File: src/rtl/dc_ipu_array_multiplier_pkg.sv
// rtl/dc_ipu_array_multiplier_pkg.sv - shared helpers for the pipelined array multiplier
package dc_ipu_array_multiplier_pkg;

  // Number of pipeline stages; each stage folds in rows_per_stage partial-product rows.
  // The per-stage record (valid, acc, a, b, user) depends on WIDTH/USER_W, so it is
  // declared as a parameterized packed struct inside the top module.
  function automatic int nstages(input int width, input int rows_per_stage);
    if (rows_per_stage <= 0) begin
      return 1;
    end
    return width / rows_per_stage;
  endfunction

endpackage

File: src/rtl/dc_ipu_array_multiplier_stage_comb.sv
// rtl/dc_ipu_array_multiplier_stage_comb.sv - combinational partial-product row adder for one stage
module dc_ipu_array_multiplier_stage_comb #(
  parameter int WIDTH          = 8,
  parameter int ROWS_PER_STAGE = 2,
  parameter int ROW_BASE       = 0
) (
  input  logic [2*WIDTH-1:0]      acc_in,
  input  logic [2*WIDTH-1:0]      a,
  input  logic [ROWS_PER_STAGE-1:0] b,
  output logic [2*WIDTH-1:0]      acc_out
);

  // Add row (ROW_BASE + r) = b[r] ? a << (ROW_BASE + r) : 0; full 2*WIDTH width cannot overflow
  always_comb begin
    acc_out = acc_in;
    for (int r = 0; r < ROWS_PER_STAGE; r++) begin
      if (b[r]) begin
        acc_out = acc_out + (a << (ROW_BASE + r));
      end
    end
  end

endmodule

File: src/rtl/dc_ipu_array_multiplier_pipe.sv
// rtl/dc_ipu_array_multiplier_pipe.sv - pipelined unsigned array multiplier with valid/ready and user sideband
module dc_ipu_array_multiplier_pipe
  import dc_ipu_array_multiplier_pkg::*;
#(
  parameter int WIDTH          = 8,
  parameter int ROWS_PER_STAGE = 2,
  parameter int USER_W         = 1
) (
  input  logic                 clk,
  input  logic                 rst_n,
  input  logic                 in_valid,
  output logic                 in_ready,
  input  logic [WIDTH-1:0]     in_a,
  input  logic [WIDTH-1:0]     in_b,
  input  logic [USER_W-1:0]    in_user,
  output logic                 out_valid,
  input  logic                 out_ready,
  output logic [2*WIDTH-1:0]   out_product,
  output logic [USER_W-1:0]    out_user
);

  localparam int NSTAGES = nstages(WIDTH, ROWS_PER_STAGE);

  if ((WIDTH < 2) || (ROWS_PER_STAGE < 1) || ((WIDTH % ROWS_PER_STAGE) != 0)) begin : g_bad_cfg
    $error("dc_ipu_array_multiplier_pipe: WIDTH must be >= 2 and a multiple of ROWS_PER_STAGE");
  end

  typedef struct packed {
    logic                valid;
    logic [2*WIDTH-1:0]  acc;
    logic [2*WIDTH-1:0]  a;
    logic [WIDTH-1:0]    b;
    logic [USER_W-1:0]   user;
  } stage_t;

  logic adv;

  // The whole pipe moves as one: it advances whenever the output slot is empty or being taken.
  assign adv      = !out_valid || out_ready;
  assign in_ready = adv;

  for (genvar k = 0; k < NSTAGES; k++) begin : g_stage
    stage_t             src;
    logic [2*WIDTH-1:0] acc_nxt;

    if (k == 0) begin : g_first
      // Stage 0 source is the input port with an empty accumulator
      always_comb begin
        src       = '0;
        src.valid = in_valid;
        src.acc   = '0;
        src.a     = {{WIDTH{1'b0}}, in_a};
        src.b     = in_b;
        src.user  = in_user;
      end
    end else begin : g_next
      assign src = g_stage[k-1].g_mid.q;
    end

    dc_ipu_array_multiplier_stage_comb #(
      .WIDTH          (WIDTH),
      .ROWS_PER_STAGE (ROWS_PER_STAGE),
      .ROW_BASE       (k * ROWS_PER_STAGE)
    ) u_rows (
      .acc_in  (src.acc),
      .a       (src.a),
      .b       (src.b[k*ROWS_PER_STAGE +: ROWS_PER_STAGE]),
      .acc_out (acc_nxt)
    );

    if (k < NSTAGES - 1) begin : g_mid
      stage_t q;

      // Intermediate stage register: bubbles advance like valid slots, everything freezes on stall
      always_ff @(posedge clk or negedge rst_n) begin
        if (!rst_n) begin
          q <= '0;
        end else if (adv) begin
          q.valid <= src.valid;
          q.acc   <= acc_nxt;
          q.a     <= src.a;
          q.b     <= src.b;
          q.user  <= src.user;
        end
      end
    end else begin : g_last
      // Final stage register drives the outputs directly; the operands are no longer needed
      always_ff @(posedge clk or negedge rst_n) begin
        if (!rst_n) begin
          out_valid   <= 1'b0;
          out_product <= '0;
          out_user    <= '0;
        end else if (adv) begin
          out_valid   <= src.valid;
          out_product <= acc_nxt;
          out_user    <= src.user;
        end
      end
    end
  end

endmodule

File: config.mk
export PLATFORM = sky130hd
export DESIGN_NAME = dc_ipu_array_multiplier_pipe
export DESIGN_NICKNAME = d
export VERILOG_FILES = /design/src/rtl/dc_ipu_array_multiplier_pkg.sv /design/src/rtl/dc_ipu_array_multiplier_stage_comb.sv /design/src/rtl/dc_ipu_array_multiplier_pipe.sv
export SDC_FILE = /design/constraint.sdc
export NUM_CORES = 1
export LEC_CHECK = 0
export BUFFER_PORTS_ARGS = -buffer_cell sky130_fd_sc_hd__buf_2
export CAP_MARGIN = 15
export CORE_MARGIN = 4
export CORE_UTILIZATION = 56
export DETAILED_ROUTE_END_ITERATION = 8
export PLACE_DENSITY_LB_ADDON = 0.2
export SYNTH_ARGS = -nofsm -noshare
export SYNTH_HDL_FRONTEND = slang
export SYNTH_SLANG_ARGS = --single-unit
export TNS_END_PERCENT = 5
File: constraint.sdc
create_clock -name clk -period 3.2 [get_ports clk]
set_input_delay 0.16 -clock clk [delete_from_list [all_inputs] [get_ports clk]]
set_output_delay 0.16 -clock clk [all_outputs]
set_load 0.02 [all_outputs]
==> flow_summary_export.csv <==
group,metric,value,unit
outcome,status,"completed",
layout,diodes,0,
clock_tree,clock-root-buffer,"clkbuf_16",
synth,synth_edf_count,0,
layout,drive_above_1_share,0.149,
floorplanning,die_h,116,µm
power_and_ir_drop,ir_worst_vdd,0.713,mV
global_route,overflow,0,
drt,first_iter_violations,337,
drt,wl,14200,µm
sta,rsz0062_at_grt,"yes",
sta,hold_slack,0.000578,ns
floorplanning,core-area,11400,µm²
critical_path,crit_arrival,3.36,ns
clock_tree,cts_inserted_buffers,9,
synth,synth_seq_cells,96,
global_route,grt.total_usage,0.223,
critical_path,worstSetupEndpointType,"register",
drt,wl_per_cell,15.1,µm
clock_tree,clk_latency,0.35,ns
synth,synth-seq-area-share,0.369,
floorplanning,ios,40,
sta,drv_slew,0,
sta,worst_pin_slew,0.739,ns
sta,fin_crit,3.12,ns
sta,layout_setup_ws,0.0806,ns
sta,period_share,0.975,
critical_path,crit_path_top_delay_cell,"dfrtp_2",
layout,syn_to_final_growth,12.9,%
power_and_ir_drop,p_total,9.08,mW
critical_path,reg2reg_depth,11,
clock_tree,cts_max_level,3,
floorplanning,die_area,13400,µm²
place,gp_congestion,0.926,
sta,setup_viol,0,
synth,synth_area,6500,µm²
drt,antenna_left,0,
global_route,grt_pass1_wl,24400,µm
critical_path,cp_max_fo,5,
drt,routed_via_density,5.85,
critical_path,crit_path_start,"g_stage[2].g_mid.q[10]",
synth,syn_avg_cell_area,8.67,µm²
floorplanning,die_w,116,µm
critical_path,r2r_end,"out_product[13]",
global_route,grt_max_degree,61,
floorplanning,placementRows,39,
place,dp_cells,915,
flow_run,cap_violations,0,
global_route,antenna_found_initial,0,
sta,fmax,0.321,GHz
critical_path,reg2reg_slack,0.08,ns
critical_path,path_cells,"ha_1 > a211oi_2 > o21bai_2 > o41ai_2 > xor2_1 > a21oi_1 > ha_1 > nor2_1 > a211oi_1 > o21ai_0 > o32a_1",
critical_path,cpPeakStageDelay,0.44,ns
clock_tree,clkTransAtPathRegs,0.07,ns
sta,finalHoldViolations,0,
sta,maxSlewHeadroom,0.507,
synth,syn_nets,836,
layout,fin_nets,879,
synth,yosysTopAreaCellShare,0.369,
synth,synth_flop_cell,"dfrtp_1",
sta,fin_skew,0.00642,ns
global_route,grt_pass1_vias,5394,
critical_path,crit_path_end,"out_product[13]",
critical_path,timing.rr.start,"g_stage[2].g_mid.q[10]",
power_and_ir_drop,power_leakage,3.62,nW
power_and_ir_drop,p_per_area,1240,nW/µm²
layout,utilization,0.646,
clock_tree,cts_tree,"done",
synth,synth.distinct_cells,64,
critical_path,path_common_cell,"ha_1",
critical_path,worst-setup-path-type,"register to register",
place,place_ws,0.00734,ns
synth,async_flop_share,1.00,
synth,synth.area.top_cells,"dfrtp_1 37%, nand2_1 12%, ha_1 11%",
synth,yosysWarnings,0,
critical_path,setup.worst_path.start_class,"register",
synth,synthCells,750,
layout,finalNonFillerCells,941,
clock_tree,clock_sinks,96,
place,place_hpwl,10600,µm
critical_path,critPathRequiredTime,3.44,ns
drt,dr.pass1.iters,5,
synth,synth_top_area_cell,"dfrtp_1",
drt,route.vias.total,5505,
floorplanning,start_util,0.572,
drt,drc,0,
place,io_buffers,39,
clock_tree,cts_buffer_depth,2,
hold_path,worstHoldPathType,"input port to register",
worst min-delay path by stage:
stage,startpoint,to,cells past startpoint
after global placement,rst_n,out_product[9],1
after floorplan,rst_n,g_stage[0].g_mid.q[0],0
after CTS,in_b[7],g_stage[0].g_mid.q[8],3
after global routing,in_valid,g_stage[0].g_mid.q[41],3
final,in_b[5],g_stage[0].g_mid.q[6],3
after detailed placement,rst_n,out_product[9],1
critical path, delay by kind of cell (launching register included):
kind / cells / cell delay [ns]
AO/OA/AOI/OAI: 7 / 1.64
adder cells (fa/ha/maj): 2 / 0.67
flip-flops: 1 / 0.44
XOR/XNOR: 1 / 0.18
AND/OR/NAND/NOR: 1 / 0.08
where the power goes:
group | total [mW] | leakage (nW) | internal, mW | switching (mW)
logic | 5.73 | 2.30 | 2.55 | 3.18
clock network | 1.13 | 0.150 | 0.637 | 0.493
registers | 2.21 | 1.17 | 1.75 | 0.468
total | 9.08 | 3.62 | 4.93 | 4.14
cell type report:
type / instances / area (µm²)
clock inverters: 6 / 72.6
well taps: 143 / 179
clock buffers: 10 / 239
fillers: 923 / 4020
inverters: 16 / 60.1
flip-flops and latches: 96 / 2400
repair buffers: 62 / 378
multi-input cells: 608 / 4010
through the flow:
step                      setup TNS [ns]  cell area, µm²
final                                  0            7350
after floorplan                        0            6500
after global routing              -0.108            7350
after CTS                              0            7210
after global placement                 0            6870
after detailed placement               0            6870
placed cells by master (no fill, tap or decap), drive strengths merged, types with 7 or more instances in the layout:
cell type	n
o211ai	7
nor2b	7
mux2	8
nor2	40
inv	19
nand3	7
fa	7
a21oi	38
nand2b	9
o22ai	7
and2	7
o21ai	47
dfrtp	96
buf	59
mux2i	17
clkbuf	10
xnor2	14
a211oi	18
xor2	13
a21o	15
and3	8
nand2	201
ha	58
what timing repair did:
| item | CTS | global route |
|---|---|---|
| gates resized for setup | 1 | 24 |
| setup endpoints to repair | 2 | 11 |
| setup buffers | 0 | 7 |
| hold buffers | 3 | 0 |
| hold endpoints to repair | 59 | 0 |
| pin swaps | 0 | 7 |
flip-flops by register name, indices dropped and copies added (netlist names):
| signal | cells |
|---|---|
| out_product | 16 |
| out_valid | 1 |
| g_stage.g_mid.q | 78 |
| out_user | 1 |
logic make-up after synthesis:
group	Yosys count	share of synthesized area
buffers and inverters	46	0.0271
AND/OR/NAND/NOR	309	0.207
multiplexers	25	0.0400
AO/OA/AOI/OAI	182	0.187
adder cells (fa/ha/maj)	65	0.133
flip-flops	96	0.369
XOR/XNOR	27	0.0364
Yosys cell counts (8+ instances only):
cell type and count:
a21oi_1 38, nor2_1 40, a21o_1 15, ha_1 58, xor2_1 13, nand2b_1 9
mux2_2 8, clkbuf_1 20, nand2_1 201, xnor2_1 14, a211oi_1 18, inv_1 14
and3_1 8, dfrtp_1 96, o21ai_0 46, mux2i_1 17
layer usage:
metal  vias to the layer above  share of wire  global-route usage
li1                       2740              -                   -
met1                      2627           0.42               0.258
met2                       105           0.53               0.413
met3                        33          0.028              0.0329
met4                         0          0.020              0.0874
met5                         -              0                   0
(Power assumes the default switching activity.)
